--- src/rtl/systolic_pkg.sv ---
// Shared types and helpers for the systolic matrix-multiply engine.
// Optional build macro: SYSTOLIC_SIGNED_EN (two's complement operands when defined,
// unsigned operands otherwise). Supports DATA_WIDTH <= 32 and ACC_WIDTH <= 64.
package systolic_pkg;

  typedef enum logic [1:0] {
    IDLE   = 2'd0,
    LOAD   = 2'd1,
    DRAIN  = 2'd2,
    OUTPUT = 2'd3
  } state_e;

  // Width of the k_len field: must hold every value 0..k_max.
  function automatic int k_len_width(input int k_max);
    return $clog2(k_max + 1);
  endfunction

  // Width of the result row index; never narrower than one bit.
  function automatic int row_idx_width(input int n);
    return (n > 1) ? $clog2(n) : 1;
  endfunction

  // Cycles of zero feed needed for the last operand pair to reach PE(N-1,N-1).
  function automatic int drain_cycles(input int n);
    return 2 * n - 1;
  endfunction

  // Extend a dw-bit operand (held in the low bits of x) to 64 bits.
  function automatic logic [63:0] ext_operand(input logic [63:0] x, input int dw);
    logic [63:0] r;
    logic        fill;
`ifdef SYSTOLIC_SIGNED_EN
    fill = x[dw-1];
`else
    fill = 1'b0;
`endif
    for (int b = 0; b < 64; b++) begin
      r[b] = (b < dw) ? x[b] : fill;
    end
    return r;
  endfunction

  // Product of two dw-bit operands, extended to 64 bits. Taking the low
  // ACC_WIDTH bits gives the correctly extended product modulo 2^ACC_WIDTH.
  function automatic logic [63:0] prod_ext(input logic [63:0] a, input logic [63:0] b,
                                           input int dw);
    return ext_operand(a, dw) * ext_operand(b, dw);
  endfunction

endpackage

--- src/rtl/systolic_mm_engine_if.sv ---
// Job control, operand stream and result stream of the systolic engine.
// Handshake rule for both streams: a beat transfers on a rising clock edge where
// valid && ready; the source holds data stable while valid && !ready, and ready
// never depends combinationally on valid.
interface systolic_mm_engine_if
  import systolic_pkg::*;
#(
  parameter int MATRIX_SIZE = 4,
  parameter int DATA_WIDTH  = 8,
  parameter int ACC_WIDTH   = 32,
  parameter int K_MAX       = 16
);
  localparam int KW = k_len_width(K_MAX);
  localparam int RW = row_idx_width(MATRIX_SIZE);

  logic                                    start;
  logic [KW-1:0]                           k_len;
  logic                                    busy;
  logic                                    done;
  logic                                    in_valid;
  logic                                    in_ready;
  logic [MATRIX_SIZE-1:0][DATA_WIDTH-1:0]  a_col;
  logic [MATRIX_SIZE-1:0][DATA_WIDTH-1:0]  b_row;
  logic                                    out_valid;
  logic                                    out_ready;
  logic [RW-1:0]                           out_row_idx;
  logic [MATRIX_SIZE-1:0][ACC_WIDTH-1:0]   out_row;

  modport slave (
    input  start, k_len, in_valid, a_col, b_row, out_ready,
    output busy, done, in_ready, out_valid, out_row_idx, out_row
  );

  modport master (
    output start, k_len, in_valid, a_col, b_row, out_ready,
    input  busy, done, in_ready, out_valid, out_row_idx, out_row
  );

endinterface

--- src/rtl/systolic_pe.sv ---
// One multiply-accumulate cell of the output-stationary array: forwards a to the
// right and b downward through registers and accumulates a*b in place.
module systolic_pe
  import systolic_pkg::*;
#(
  parameter int DATA_WIDTH = 8,
  parameter int ACC_WIDTH  = 32
) (
  input  logic                  clk,
  input  logic                  rst,
  input  logic                  i_clear,
  input  logic [DATA_WIDTH-1:0] i_a,
  input  logic [DATA_WIDTH-1:0] i_b,
  output logic [DATA_WIDTH-1:0] o_a,
  output logic [DATA_WIDTH-1:0] o_b,
  output logic [ACC_WIDTH-1:0]  o_acc
);

  logic [DATA_WIDTH-1:0] r_a;
  logic [DATA_WIDTH-1:0] r_b;
  logic [ACC_WIDTH-1:0]  r_acc;
  logic [ACC_WIDTH-1:0]  w_prod;

  assign w_prod = ACC_WIDTH'(prod_ext(64'(i_a), 64'(i_b), DATA_WIDTH));

  // Operand forwarding and wrap-around accumulation; clear starts a new job.
  always_ff @(posedge clk) begin
    if (rst || i_clear) begin
      r_a   <= '0;
      r_b   <= '0;
      r_acc <= '0;
    end else begin
      r_a   <= i_a;
      r_b   <= i_b;
      r_acc <= r_acc + w_prod;
    end
  end

  assign o_a   = r_a;
  assign o_b   = r_b;
  assign o_acc = r_acc;

endmodule

--- src/rtl/systolic_mm_engine.sv ---
// Self-sequencing N x N output-stationary systolic matrix multiplier, C = A x B.
// Takes one A column / B row per beat, skews lanes internally, drains the array,
// then streams C one row per beat. Optional build macro: SYSTOLIC_SIGNED_EN.
module systolic_mm_engine
  import systolic_pkg::*;
#(
  parameter int MATRIX_SIZE = 4,
  parameter int DATA_WIDTH  = 8,
  parameter int ACC_WIDTH   = 32,
  parameter int K_MAX       = 16
) (
  input  logic                 clk,
  input  logic                 rst,
  systolic_mm_engine_if.slave  bus,
  output state_e               o_dbg_state
);

  localparam int N   = MATRIX_SIZE;
  localparam int KW  = k_len_width(K_MAX);
  localparam int RW  = row_idx_width(N);
  localparam int DC  = drain_cycles(N);
  localparam int DCW = $clog2(DC + 1);

  state_e          r_state;
  state_e          w_state_next;
  logic [KW-1:0]   r_k;
  logic [KW-1:0]   r_beat;
  logic [DCW-1:0]  r_drain_cnt;
  logic [RW-1:0]   r_row;
  logic            r_done;

  logic            w_start_job;
  logic            w_accept_in;
  logic            w_accept_out;
  logic            w_last_row;
  logic [KW-1:0]   w_k_clamped;

  assign w_k_clamped = (bus.k_len > KW'(K_MAX)) ? KW'(K_MAX) : bus.k_len;
  assign w_last_row  = (r_row == RW'(N - 1));

  // Next-state decode and handshake strobes.
  always_comb begin
    w_state_next = r_state;
    w_start_job  = 1'b0;
    w_accept_in  = 1'b0;
    w_accept_out = 1'b0;
    case (r_state)
      IDLE: begin
        if (bus.start) begin
          w_start_job  = 1'b1;
          w_state_next = (w_k_clamped == '0) ? DRAIN : LOAD;
        end
      end
      LOAD: begin
        if (bus.in_valid) begin
          w_accept_in = 1'b1;
          if ((r_beat + KW'(1)) == r_k) w_state_next = DRAIN;
        end
      end
      DRAIN: begin
        if (r_drain_cnt == DCW'(DC - 1)) w_state_next = OUTPUT;
      end
      OUTPUT: begin
        if (bus.out_ready) begin
          w_accept_out = 1'b1;
          if (w_last_row) w_state_next = IDLE;
        end
      end
      default: w_state_next = IDLE;
    endcase
  end

  // State register plus job length, beat, drain and row counters.
  always_ff @(posedge clk) begin
    if (rst) begin
      r_state     <= IDLE;
      r_k         <= '0;
      r_beat      <= '0;
      r_drain_cnt <= '0;
      r_row       <= '0;
      r_done      <= 1'b0;
    end else begin
      r_state <= w_state_next;
      r_done  <= w_accept_out && w_last_row;
      if (w_start_job) begin
        r_k    <= w_k_clamped;
        r_beat <= '0;
      end else if (w_accept_in) begin
        r_beat <= r_beat + KW'(1);
      end
      if (r_state == DRAIN) r_drain_cnt <= r_drain_cnt + DCW'(1);
      else                  r_drain_cnt <= '0;
      if (w_accept_out) r_row <= w_last_row ? '0 : r_row + RW'(1);
    end
  end

  // Lane feed: accepted beats enter the lanes, every other cycle feeds zeros.
  logic [DATA_WIDTH-1:0] w_feed_a [N];
  logic [DATA_WIDTH-1:0] w_feed_b [N];
  logic [DATA_WIDTH-1:0] w_lane_a [N];
  logic [DATA_WIDTH-1:0] w_lane_b [N];

  // Gate operands with the input accept strobe.
  always_comb begin
    for (int i = 0; i < N; i++) begin
      w_feed_a[i] = w_accept_in ? bus.a_col[i] : '0;
      w_feed_b[i] = w_accept_in ? bus.b_row[i] : '0;
    end
  end

  // Diagonal skew: lane i is delayed by i cycles.
  for (genvar i = 0; i < N; i++) begin : g_skew
    if (i == 0) begin : g_direct
      assign w_lane_a[i] = w_feed_a[i];
      assign w_lane_b[i] = w_feed_b[i];
    end else begin : g_delay
      logic [DATA_WIDTH-1:0] r_dly_a [i];
      logic [DATA_WIDTH-1:0] r_dly_b [i];
      // Zero-reset shift register of depth i for this lane.
      always_ff @(posedge clk) begin
        if (rst) begin
          for (int d = 0; d < i; d++) begin
            r_dly_a[d] <= '0;
            r_dly_b[d] <= '0;
          end
        end else begin
          r_dly_a[0] <= w_feed_a[i];
          r_dly_b[0] <= w_feed_b[i];
          for (int d = 1; d < i; d++) begin
            r_dly_a[d] <= r_dly_a[d-1];
            r_dly_b[d] <= r_dly_b[d-1];
          end
        end
      end
      assign w_lane_a[i] = r_dly_a[i-1];
      assign w_lane_b[i] = r_dly_b[i-1];
    end
  end

  // PE grid: a flows along rows, b flows down columns.
  logic [DATA_WIDTH-1:0] w_pe_a_in  [N][N];
  logic [DATA_WIDTH-1:0] w_pe_b_in  [N][N];
  logic [DATA_WIDTH-1:0] w_pe_a_out [N][N];
  logic [DATA_WIDTH-1:0] w_pe_b_out [N][N];
  logic [ACC_WIDTH-1:0]  w_acc      [N][N];

  for (genvar i = 0; i < N; i++) begin : g_row
    for (genvar j = 0; j < N; j++) begin : g_col
      if (j == 0) begin : g_a_edge
        assign w_pe_a_in[i][j] = w_lane_a[i];
      end else begin : g_a_chain
        assign w_pe_a_in[i][j] = w_pe_a_out[i][j-1];
      end
      if (i == 0) begin : g_b_edge
        assign w_pe_b_in[i][j] = w_lane_b[j];
      end else begin : g_b_chain
        assign w_pe_b_in[i][j] = w_pe_b_out[i-1][j];
      end
      systolic_pe #(
        .DATA_WIDTH (DATA_WIDTH),
        .ACC_WIDTH  (ACC_WIDTH)
      ) u_pe (
        .clk     (clk),
        .rst     (rst),
        .i_clear (w_start_job),
        .i_a     (w_pe_a_in[i][j]),
        .i_b     (w_pe_b_in[i][j]),
        .o_a     (w_pe_a_out[i][j]),
        .o_b     (w_pe_b_out[i][j]),
        .o_acc   (w_acc[i][j])
      );
    end
  end

  // Operands leaving the right and bottom edges of the array are not consumed.
  logic w_unused_edge;
  always_comb begin
    w_unused_edge = 1'b0;
    for (int k = 0; k < N; k++) begin
      w_unused_edge = w_unused_edge ^ (^w_pe_a_out[k][N-1]) ^ (^w_pe_b_out[N-1][k]);
    end
  end

  // Result row mux: presents C[r] only while a row is offered, zeros otherwise.
  always_comb begin
    bus.out_row = '0;
    if (r_state == OUTPUT) begin
      for (int j = 0; j < N; j++) begin
        bus.out_row[j] = w_acc[r_row][j];
      end
    end
  end

  assign bus.busy        = (r_state != IDLE);
  assign bus.in_ready    = (r_state == LOAD);
  assign bus.out_valid   = (r_state == OUTPUT);
  assign bus.out_row_idx = r_row;
  assign bus.done        = r_done;
  assign o_dbg_state     = r_state;

endmodule

--- src/flat_wrapper.sv ---
// flat-port wrapper written by rule: the top's interface ports become plain ports
module systolic_mm_engine_flat import systolic_pkg::*;
#(
  parameter int MATRIX_SIZE = 4,
  parameter int DATA_WIDTH  = 8,
  parameter int ACC_WIDTH   = 32,
  parameter int K_MAX       = 16
)
  (clk, rst, o_dbg_state, bus_start, bus_k_len, bus_in_valid, bus_a_col, bus_b_row, bus_out_ready, bus_busy, bus_done, bus_in_ready, bus_out_valid, bus_out_row_idx, bus_out_row);
  systolic_mm_engine_if #(.MATRIX_SIZE(MATRIX_SIZE), .DATA_WIDTH(DATA_WIDTH), .ACC_WIDTH(ACC_WIDTH), .K_MAX(K_MAX)) bus_i ();
  input  logic clk;
  input  logic rst;
  output state_e o_dbg_state;
  input wire logic [$bits(bus_i.start)-1:0] bus_start;
  input wire logic [$bits(bus_i.k_len)-1:0] bus_k_len;
  input wire logic [$bits(bus_i.in_valid)-1:0] bus_in_valid;
  input wire logic [$bits(bus_i.a_col)-1:0] bus_a_col;
  input wire logic [$bits(bus_i.b_row)-1:0] bus_b_row;
  input wire logic [$bits(bus_i.out_ready)-1:0] bus_out_ready;
  output wire logic [$bits(bus_i.busy)-1:0] bus_busy;
  output wire logic [$bits(bus_i.done)-1:0] bus_done;
  output wire logic [$bits(bus_i.in_ready)-1:0] bus_in_ready;
  output wire logic [$bits(bus_i.out_valid)-1:0] bus_out_valid;
  output wire logic [$bits(bus_i.out_row_idx)-1:0] bus_out_row_idx;
  output wire logic [$bits(bus_i.out_row)-1:0] bus_out_row;
  assign bus_i.start = bus_start;
  assign bus_i.k_len = bus_k_len;
  assign bus_i.in_valid = bus_in_valid;
  assign bus_i.a_col = bus_a_col;
  assign bus_i.b_row = bus_b_row;
  assign bus_i.out_ready = bus_out_ready;
  assign bus_busy = bus_i.busy;
  assign bus_done = bus_i.done;
  assign bus_in_ready = bus_i.in_ready;
  assign bus_out_valid = bus_i.out_valid;
  assign bus_out_row_idx = bus_i.out_row_idx;
  assign bus_out_row = bus_i.out_row;
  systolic_mm_engine #(.MATRIX_SIZE(MATRIX_SIZE), .DATA_WIDTH(DATA_WIDTH), .ACC_WIDTH(ACC_WIDTH), .K_MAX(K_MAX)) u_core (.clk(clk), .rst(rst), .bus(bus_i), .o_dbg_state(o_dbg_state));
endmodule
--- config.mk ---
export PLATFORM = sky130hd
export DESIGN_NAME = systolic_mm_engine_flat
export DESIGN_NICKNAME = d
export VERILOG_FILES = /design/src/rtl/systolic_pkg.sv /design/src/rtl/systolic_mm_engine_if.sv /design/src/rtl/systolic_pe.sv /design/src/rtl/systolic_mm_engine.sv /design/src/flat_wrapper.sv
export SDC_FILE = /design/constraint.sdc
export NUM_CORES = 2
export LEC_CHECK = 0
export ABC_AREA = 1
export ABC_CLOCK_PERIOD_IN_PS = 6250
export BUFFER_PORTS_ARGS = -buffer_cell sky130_fd_sc_hd__buf_2
export CORE_MARGIN = 2
export CORE_UTILIZATION = 45
export CTS_BUF_LIST = sky130_fd_sc_hd__clkbuf_4
export DETAILED_ROUTE_END_ITERATION = 10
export PLACE_DENSITY_LB_ADDON = 0.05
export SYNTH_ARGS = -nofsm -noshare
export SYNTH_HDL_FRONTEND = slang
export SYNTH_HIERARCHICAL = 1
export SYNTH_SLANG_ARGS = --single-unit
--- constraint.sdc ---
create_clock -name clk -period 6.25 [get_ports clk]
set_input_delay 0.625 -clock clk [delete_from_list [all_inputs] [get_ports clk]]
set_output_delay 0.625 -clock clk [all_outputs]
set_load 0.1 [all_outputs]
==> results.toml <==
[timing]
finalCritPeriodShare = 0.8851
clock.fmax_ghz = 0.1808
setup_viol = 0
min_period_ns = 5.532
final-max-slew-violation-count = 0
slew_headroom = 0.3154
setup_tns_ns = 0
rsz0062_at_grt = "false"
tightest_slew_ns = 1.021
hold_viol_final = 0
finClkSkew_ns = 0.08343

[drt]
drc = 0
drt_iter0_drc = 4543
routed_via_density = 4.774
top_layer_used = "met4"
wl_met2_um = 133400
wl_um = 273100
vias = 78680
first_pass_iters = 8
ant_nets = 0
wl_met1_um = 115700
routedWlPerCell_um = 16.57
wl_met3_um = 11760

[clocking]
cts_root_buffer = "clkbuf_4"
htree_levels = 5
ctsResizeCount = 0
cts_buffers = 287
cts_setup_buffers = 0
cts_max_path_buffers = 4
cts_tree = "done"
insertion_delay_ns = 1.32
path_clk_slew_ns = 0.06
cts.sinks = 818

[setup_path]
worstPathRequired_ns = 7.44
r2r_slack_ns = 0.72
cp_max_fo = 9
critPathLaunchType = "register"
r2r_start = "u_core/o_dbg_state[1]"
r2r_cells = 22
crit_arrival_ns = 6.72
worstSetupPathType = "register to register"
cp-end-kind = "register"
regToRegEndpoint = "u_core/g_row[0].g_col[0].u_pe/o_acc[18]"

[layout]
drive_gt1_frac = 0.08648
regArea_um2 = 16380
fin_area_um2 = 94380
multi_input_area_um2 = 54270
area_delta_synth_final_pct = 8.498
final_nets = 15310
nFillCells = 20340

[floorplan]
die_area_um2 = 196800
die_height_um = 443.7
std_cell_rows = 161
core_area_um2 = 192400
initial_utilization = 0.4521
pin_count = 210
die_w_um = 443.7

[grt]
grt-ovfl-total = 0
grt_pass1_vias = 80410
grt_first_pass_wirelength_um = 434400
grt_max_degree = 154
antenna_found_initial = 5
grt_usage = 0.2805

[hold_path]
hold_class = "input pin to register"
holdPathEnd = "u_core/bus.out_row_idx[0]"
holdPathStages = 4
min_from = "bus_out_ready"

[outcome]
outcome = "finished, final reports clean"

[power]
ir_drop_uv = 162.6
cellLeakagePower_nw = 54.09
p_per_area_nw_per_um2 = 134.9

[job]
drv_cap = 0

[place]
globalplace.congestion = 0.9585
dpl_cell_area_um2 = 89760
port_buffers = 209
hpwl_um = 221400

[yosys]
synth_nets = 15070
synthCells = 13530
ys_warn_count = 6
syn-cell-area_um2 = 86980
synth.avg_cell_area_um2 = 6.427
registers in the layout (all words and copies together) (netlist names):
signal	cells
u_core/bus.out_row_idx	2
u_core/bus.done	1
u_core/r_k	5
u_core/g_row.g_col.u_pe/o_a	96
u_core/g_row.g_col.u_pe/o_b	96
u_core/r_beat	5
u_core/g_row.g_col.u_pe/o_acc	512
u_core/r_drain_cnt	3
u_core/g_skew.g_delay.r_dly_a	48
u_core/g_skew.g_delay.r_dly_b	48
u_core/o_dbg_state	2
what timing repair did:
| action | 4_1_cts | 5_1_grt |
|---|---|---|
| hold buffers | 127 | 0 |
| endpoints found under the hold margin | 90 | 0 |
| setup endpoints to repair | 0 | 0 |
critical path, cell delays in order (launching register included):
cell     delay [ns]
dfxtp_1        0.34
inv_1          0.12
ha_2           0.22
nand2_1        0.27
buf_4          0.29
nor2_1         0.51
nand2_1        0.18
fa_1           0.53
fa_1           0.53
fa_1           0.56
fa_1           0.56
inv_1          0.04
ha_1           0.36
nand2_1        0.12
inv_1          0.08
nand2_1        0.12
inv_1          0.05
nand2_1        0.06
nand2_1        0.11
a21oi_1        0.19
nand2_1        0.07
nand2_1        0.06
nor2_1         0.04
through the flow:
stage	hold WS, ns	setup slack [ns]	cells	utilization	total power, mW
6_report	0.1768	0.7182	16480	0.4906	12.74
5_1_grt	0.07779	0.2627	16480	0.4906	13.36
4_1_cts	0.01465	0.7109	16470	0.4904	12.99
3_5_place_dp	0.3937	0.6976	15880	0.4666	6.984
3_3_place_gp	0.3943	0.7000	15880	0.4666	6.969
2_1_floorplan	0.3883	0.2225	13530	-	6.426
layout by cell type (no fill, tap or decap), types with 28 or more instances in the layout:
cell type,instances
o21ai_0,199
fa_1,800
inv_1,3738
a21oi_1,461
clkinv_1,67
buf_4,44
nand3_2,77
dlygate4sd3_1,127
dfxtp_1,816
nand4_1,89
nand2_1,3470
buf_2,208
nor2_1,1594
clkbuf_4,380
nor3_2,32
nor2_4,37
o21a_1,28
inv_2,122
nand2_2,145
nor2_2,117
o21ai_1,212
nand3_1,404
ha_1,664
report_power, final:
group	total [mW]	internal (mW)	switching (mW)	leakage, nW
clock network	5.80	3.01	2.80	2.00
registers	5.44	5.28	0.151	6.59
logic	1.50	0.356	1.14	45.5
total	12.7	8.65	4.09	54.1
layout make-up:
class / count / share of cell area
clock buffer: 380 / 0.03023
multi-input combinational: 8414 / 0.5750
antenna: 10 / 0.0002652
inverter: 3870 / 0.1541
tap: 2526 / 0.03349
timing repair buffer: 381 / 0.02842
sequential: 818 / 0.1736
clock inverter: 83 / 0.004932
metal layers:
metal / global-route usage / up-vias
met5: 0 / -
met4: 0.1193 / 0
met3: 0.03416 / 565
met2: 0.4947 / 1744
met1: 0.3435 / 36800
li1: - / 39570
worst max-delay path by stage:
| stage | from | to | slack, ns | cells past startpoint |
|---|---|---|---|---|
| floorplan | u_core/o_dbg_state[0] | u_core/g_row[0].g_col[0].u_pe/o_acc[18] | 0.22 | 25 |
| CTS | u_core/o_dbg_state[1] | u_core/g_row[0].g_col[0].u_pe/o_acc[28] | 0.71 | 21 |
| global placement | bus_in_valid | u_core/g_row[0].g_col[0].u_pe/o_acc[18] | 0.70 | 23 |
| finish | u_core/o_dbg_state[1] | u_core/g_row[0].g_col[0].u_pe/o_acc[18] | 0.72 | 22 |
| detailed placement | bus_in_valid | u_core/g_row[0].g_col[0].u_pe/o_acc[19] | 0.70 | 23 |
| global route | u_core/o_dbg_state[1] | u_core/g_row[0].g_col[0].u_pe/o_acc[29] | 0.26 | 21 |
(Power assumes the default switching activity.)
